$ cat src/rtl/line_burst_adaptor_pkg.sv
// line_burst_types: shared FSM state, beat count and beat index type for the line/burst adaptor
package line_burst_types;
  typedef enum logic [1:0] {IDLE, READ, WRITE, DONE} state_t;
  localparam int BEATS = 4;
  typedef logic [1:0] beat_t;
endpackage

$ cat src/rtl/line_burst_adaptor_timeout.sv
// burst_timeout_counter: counts stalled burst cycles and flags expiry (exists only with BURST_TIMEOUT_EN)
`ifdef BURST_TIMEOUT_EN
module burst_timeout_counter #(
  parameter int timeout_cycles = 255
) (
  input  logic clk,
  input  logic rst,
  input  logic en_i,
  input  logic hit_i,
  output logic expired_o
);
  logic [7:0] cnt_q, cnt_d;
  // restart on every beat response or whenever no burst is in flight
  always_comb begin
    cnt_d = (!en_i || hit_i) ? 8'd0 : cnt_q + 8'd1;
  end
  // stall count register
  always_ff @(posedge clk or posedge rst) begin
    if (rst) cnt_q <= '0;
    else cnt_q <= cnt_d;
  end
  assign expired_o = en_i && !hit_i && (cnt_q == 8'(timeout_cycles - 1));
endmodule
`endif

$ cat src/rtl/line_burst_adaptor.sv
// line_burst_adaptor: splits L2 line fills/writebacks into four bursts beats; optional abort via BURST_TIMEOUT_EN
module line_burst_adaptor
  import line_burst_types::*;
#(
  parameter int s_line         = 256,
  parameter int s_burst        = 64,
  parameter int timeout_cycles = 255
) (
  input  logic               clk,
  input  logic               rst,
  input  logic [31:0]        line_address_i,
  input  logic               line_read_i,
  input  logic               line_write_i,
  input  logic [s_line-1:0]  line_wdata_i,
  output logic [s_line-1:0]  line_rdata_o,
  output logic               line_resp_o,
  output logic [31:0]        burst_address_o,
  output logic               burst_read_o,
  output logic               burst_write_o,
  output logic [s_burst-1:0] burst_wdata_o,
  input  logic [s_burst-1:0] burst_rdata_i,
  input  logic               burst_resp_i
`ifdef BURST_TIMEOUT_EN
  ,
  output logic               timeout_err_o
`endif
);
  if (timeout_cycles < 1 || timeout_cycles > 255) begin : g_bad_timeout
    $error("timeout_cycles must fit the 8-bit stall counter");
  end
  state_t             state_q, state_d;
  beat_t              beat_q, beat_d;
  logic [31:0]        addr_q, addr_d;
  logic [s_line-1:0]  line_q, line_d;
  logic [s_line-1:0]  rdata_q, rdata_d;
  logic               expired;
  logic               active;
  assign active = (state_q == READ) || (state_q == WRITE);
`ifdef BURST_TIMEOUT_EN
  logic err_q, err_d;
  burst_timeout_counter #(.timeout_cycles(timeout_cycles)) u_timeout (
    .clk       (clk),
    .rst       (rst),
    .en_i      (active),
    .hit_i     (burst_resp_i),
    .expired_o (expired)
  );
  // the abort flag stays set until reset
  always_comb begin
    err_d = err_q || expired;
  end
  always_ff @(posedge clk or posedge rst) begin
    if (rst) err_q <= 1'b0;
    else err_q <= err_d;
  end
  assign timeout_err_o = err_q;
`else
  assign expired = 1'b0;
`endif
  // next state: accept requests in IDLE (write wins), advance beats on responses, hold during gaps
  always_comb begin
    state_d = state_q;
    beat_d  = beat_q;
    addr_d  = addr_q;
    line_d  = line_q;
    rdata_d = rdata_q;
    case (state_q)
      IDLE: if (line_write_i || line_read_i) begin
        state_d = line_write_i ? WRITE : READ;
        addr_d  = line_address_i & ~32'h1f;
        line_d  = line_wdata_i;
        beat_d  = '0;
      end
      READ, WRITE: if (burst_resp_i) begin
        if (state_q == READ) rdata_d[s_burst*beat_q +: s_burst] = burst_rdata_i;
        beat_d  = beat_q + beat_t'(1);
        state_d = (beat_q == beat_t'(BEATS - 1)) ? DONE : state_q;
      end else if (expired) state_d = DONE;
      default: state_d = IDLE;
    endcase
  end
  // state and datapath registers, all cleared asynchronously
  always_ff @(posedge clk or posedge rst) begin
    if (rst) begin
      state_q <= IDLE;
      beat_q  <= '0;
      addr_q  <= '0;
      line_q  <= '0;
      rdata_q <= '0;
    end else begin
      state_q <= state_d;
      beat_q  <= beat_d;
      addr_q  <= addr_d;
      line_q  <= line_d;
      rdata_q <= rdata_d;
    end
  end
  assign burst_read_o    = state_q == READ;
  assign burst_write_o   = state_q == WRITE;
  assign line_resp_o     = state_q == DONE;
  assign burst_address_o = addr_q;
  assign burst_wdata_o   = line_q[s_burst*beat_q +: s_burst];
  assign line_rdata_o    = rdata_q;
endmodule

$ cat config.mk
export PLATFORM = sky130hd
export DESIGN_NAME = line_burst_adaptor
export DESIGN_NICKNAME = d
export VERILOG_FILES = /design/src/rtl/line_burst_adaptor_pkg.sv /design/src/rtl/line_burst_adaptor_timeout.sv /design/src/rtl/line_burst_adaptor.sv
export SDC_FILE = /design/constraint.sdc
export NUM_CORES = 1
export LEC_CHECK = 0
export ABC_AREA = 0
export BUFFER_PORTS_ARGS = -buffer_cell sky130_fd_sc_hd__buf_2
export CAP_MARGIN = 20
export CORE_AREA = 8 8 275 277
export DETAILED_ROUTE_END_ITERATION = 12
export DIE_AREA = 0 0 283 285
export SYNTH_ARGS = -nofsm -noshare
export SYNTH_HDL_FRONTEND = slang
export SYNTH_SLANG_ARGS = --single-unit
$ cat constraint.sdc
create_clock -name clk -period 36.1 [get_ports clk]
set_input_delay 3.61 -clock clk [delete_from_list [all_inputs] [get_ports clk]]
set_output_delay 3.61 -clock clk [all_outputs]
set_load 0.01 [all_outputs]
# After elaboration in Yosys (flattened, before gate mapping)
# Cells that the tools add are included.
# op_classes
n_eq_ne	7
n_div	0
shift	3
n_reduce_logical	8
n_lt_le_gt_ge	0
add_sub_neg	2
bitwise	0
n_mul	0
n_mux	9
# op_table
op	n
bitwise mux 256 bit	1
variable shift 64 x 34 -> 256 bit, first input constant	1
variable part select 256 x 9 -> 64 bit	1
variable part select 64 x 34 -> 256 bit	1
negation 8 -> 34 bit	1
2-to-1 mux 2 bit	6
AND reduction 3 bit	3
case mux 2 bit (2 select lines)	2
== test 2 bit, second input constant	3
!= test 2 bit, second input constant	3
adder 2 x 1 -> 2 bit, second input constant	1
== test 2 x 1 -> 1 bit, second input constant	1
logical NOT 2 bit	1
AND reduction 2 bit	1
nonzero test 2 bit	1
OR reduction 2 bit	1
logical OR 1 bit	1
# totals
memories	0
reg_bits	543
in_bits	357
latch_bits	0
mem_bits_rw	0
mem_bits_ro	0

# Longest topological paths before layout
# depth
depth_word	4
ltp_mapped	9
depth_no_buf	5

# Worst setup path before layout
# No wires, ideal clock.
# synth_path
kind	flip-flop to output port
start	register beat_q[0]
end	output port burst_wdata_o[0]
stages_incl_launch_ff	4
t_arrival_ps	1499
slack_ps	30991
path_cell_list	dfrtp_1 buf_2 buf_4 mux4_2
# synth_via
elab_chain_cells	1
# synth_lines
element	line	source
start: declaration	line_burst_adaptor.sv:32	beat_t beat_q, beat_d;
start signal: assignment	line_burst_adaptor.sv:92	beat_q <= beat_d;
variable part select 256 x 9 -> 64 bit	line_burst_adaptor.sv:102	assign burst_wdata_o = line_q[s_burst*beat_q +: s_burst];
end: declaration	line_burst_adaptor.sv:20	output logic [s_burst-1:0] burst_wdata_o,
# No other way between the ends.

# Worst setup path after layout
# layout_path
start	register beat_q[0]
end	output port burst_wdata_o[13]
# The elaborated chain is that of the path after synthesis.

==> qor.txt <==
crit path capture type: output pin
run status: finished clean
distinct cell type count of the synthesized netlist: 30
average cell area after synthesis: 16.5 sq um
final wirelength: 69800 microns
share of async-settable or async-resettable flops after synthesis: 100%
GRT Resource Usage Total: 16.7%
unrepaired setup endpoints after global routing: false
sequential share of the synthesized area: 63.5%
number of remaining DRC errors: 0
commonest cells after routing, fill and taps aside: 701 x buf_2, 541 x dfrtp_1, 284 x mux2_2, 256 x a22o_1, 64 x mux4_2
Max Freq: 148 MHz
pin slew with the least headroom to its limit: 1.10 ns
share of the clock period used by the worst path: 18.7%
Finish-stage setup viols: 0
number of setup buffers added after CTS: 0
Pwr per Cell Area: 83.7 nW/um^2
Post-synth top flop: dfrtp_1
worst-case headroom to the max-slew limit: 26.8%
floorplan die width: 283 microns
layout cells sized above 1: 58.1%
number of placed I/O pins: 712
EDFF count, synth: 0
pin count of the biggest net entering global routing: 175
Nets: 2347
setup TNS after final layout: 0 ns
flops & latches, synth: 543
final HPWL from detailed placement: 50500 microns
initial DRC count: 764
max-cap violation count: 0
overall via count from detail_route: 14600
worst path buffer plus inverter count: 2
final number of hold-violating endpoints: 0
CTS buffer count: 58
CTS H-Tree Depth: 2
slowest stage cell on the critical path: dfrtp_4
cell breakdown of the critical path: buf_4, mux4_2, buf_2
number of fill cells in the layout: 6707
cell at the root of the clock tree: clkbuf_16
area of the core: 71000 sq um
area delta synth->final: 29.8%
Starting Density: 30.1%
classification of the worst-slack hold path: reg -> reg
family with the most delay on the worst path: buffers and inverters
final weighted congestion in routability-driven placement: 0.881
via count of the first global-routing pass: 16100
area share of and/or/nand/nor cells after synthesis: 0.620%
required time at the endpoint of the critical path: 32.49 ns
count of synthesis-stage warnings from yosys: 0
CTS hold repair buffers: 0
compound-gate portion of the synthesized area: 10.6%
largest buffer count on any clock path: 3
synthesized-area fraction occupied by xor and xnor cells: 0%
gate count of the mapped netlist: 1297
leakage dissipation: 13.8 nW
largest family of logic cells by synthesized area: multiplexers
Max IR drop VDD: 0.0531 mV
Crit Path Category: reg -> out
number of antenna violations at the first check in global routing: 38
fraction of synthesized area in multiplexers: 21.8%
final-report max-slew violation count: 0
worst-path fanout max: 41
residual antenna-violating net count after detailed routing: 0
commonest non-fill, non-tap cell in the layout: buf_2
area of the die: 80700 sq um
CTS resizes: 0
clock tree from TritonCTS: yes
clock transition at the register clock pins on the worst setup and hold paths after CTS: 0.06 ns
CTS sink cnt: 543
first-pass GRT wire length: 105000 microns
I/O Buffers: 701
arrival time at the worst endpoint: 3.16 ns
global route overflow: 0
Largest stage delay, worst path: 0.88 ns
total iterations of the first detailed-routing run: 5
area share of fa/ha/maj cells after synthesis: 0.644%
post-synthesis instance area: 21400 sq um
Via-to-Cell Ratio: 4.90
final hold slack: 0.497 ns
clock latency on the worst-skew pair: 0.60 ns
time the worst path needs with I/O delays and setup: 6.77 ns
wire per inst: 23.3 microns
largest clock skew in the final design: 0.0179 ns
element type at the critical path start: flip-flop
DIE HEIGHT: 285 microns
row count: 98
## path summary, 6_finish.rpt
kind | from | endpoint | slack [ns] | cells past startpoint
worst min register to register | line_q[232]$_DFFE_PP0P_ | line_q[232]$_DFFE_PP0P_ | 0.50 | 1
max in group asynchronous | rst | line_rdata_o[103]$_DFFE_PP0P_ | 30.10 | 6
worst min-delay path | line_q[232]$_DFFE_PP0P_ | line_q[232]$_DFFE_PP0P_ | 0.50 | 1
min in group asynchronous | rst | burst_address_o[20]$_DFFE_PP0P_ | 3.18 | 2
worst max register to register | beat_q[0]$_DFFE_PP0P_ | line_rdata_o[50]$_DFFE_PP0P_ | 32.86 | 7
worst max-delay path | beat_q[0]$_DFFE_PP0P_ | burst_wdata_o[13] | 29.33 | 3
## stage by stage
stage               setup slack [ns]  cell area (sq um)  total power, W  util (%)  instances
global route                   29.03              27700         0.00246      39.1       2979
finish                         29.33              27800         0.00232      39.1       2989
floorplan                      17.31              21400         0.00145         -       1301
detailed placement             28.83              25800         0.00176      36.3       2866
global placement               28.98              25800         0.00172      36.3       2866
CTS                            29.16              27700         0.00236      39.0       2972
## final cells by class
| cell class | instances | area, sq um | share of cell area [%] |
|---|---|---|---|
| Sequential cell | 543 | 13600 | 49.0 |
| Timing Repair Buffer | 722 | 3730 | 13.4 |
| Multi-Input combinational cell | 648 | 7280 | 26.2 |
| Clock buffer | 85 | 1690 | 6.10 |
| Inverter | 6 | 30.0 | 0.108 |
| Tap cell | 950 | 1190 | 4.28 |
| Antenna cell | 14 | 35.0 | 0.126 |
| Clock inverter | 21 | 206 | 0.744 |
## registers in the layout, summed over array words and instances, names as in the netlist
signal           flops
line_q             256
line_rdata_o       256
burst_address_o     27
beat_q               2
state_q              2
## layer usage
metal	vias up	part of all wire [%]	GRT usage, %
met4	40	2.9	4.90
met1	7463	38	19.0
li1	6300	-	-
met3	147	11	7.70
met2	692	48	27.9
met5	-	0.36	0
## cell families after synthesis
group	after synthesis
multiplexers	351
AO/OA/AOI/OAI	261
buffers and inverters	110
adder cells (fa/ha/maj)	11
flip-flops	543
other	1
AND/OR/NAND/NOR	20
## worst register-to-register path, stage by stage, from the launching register on
cell and delay [ns]:
dfrtp_4 0.88, inv_2 0.24, ha_1 0.31, nand3_2 0.08
buf_4 0.69, nor4b_2 0.12, buf_4 0.40, a22o_1 0.37
## power breakdown
| part | internal, W | switching [W] |
|---|---|---|
| combinational | 0.000430 | 0.000359 |
| clock | 0.000346 | 0.000244 |
| sequential | 0.000821 | 0.000123 |
| total | 0.00160 | 0.000726 |
## Yosys cell counts (all sizes together) (2+ instances only)
master,instances,area share (%)
nand3,4,0.094
dfrtp,543,64
inv,6,0.11
mux2i,3,0.14
nand2,3,0.053
buf,74,2.1
nor2,3,0.053
a22o,256,10
and4b,2,0.094
and3,2,0.058
ha,11,0.64
mux2,284,15
mux4,64,6.7
clkbuf,30,0.53
No activity file was read; power rests on OpenSTA's default activity.
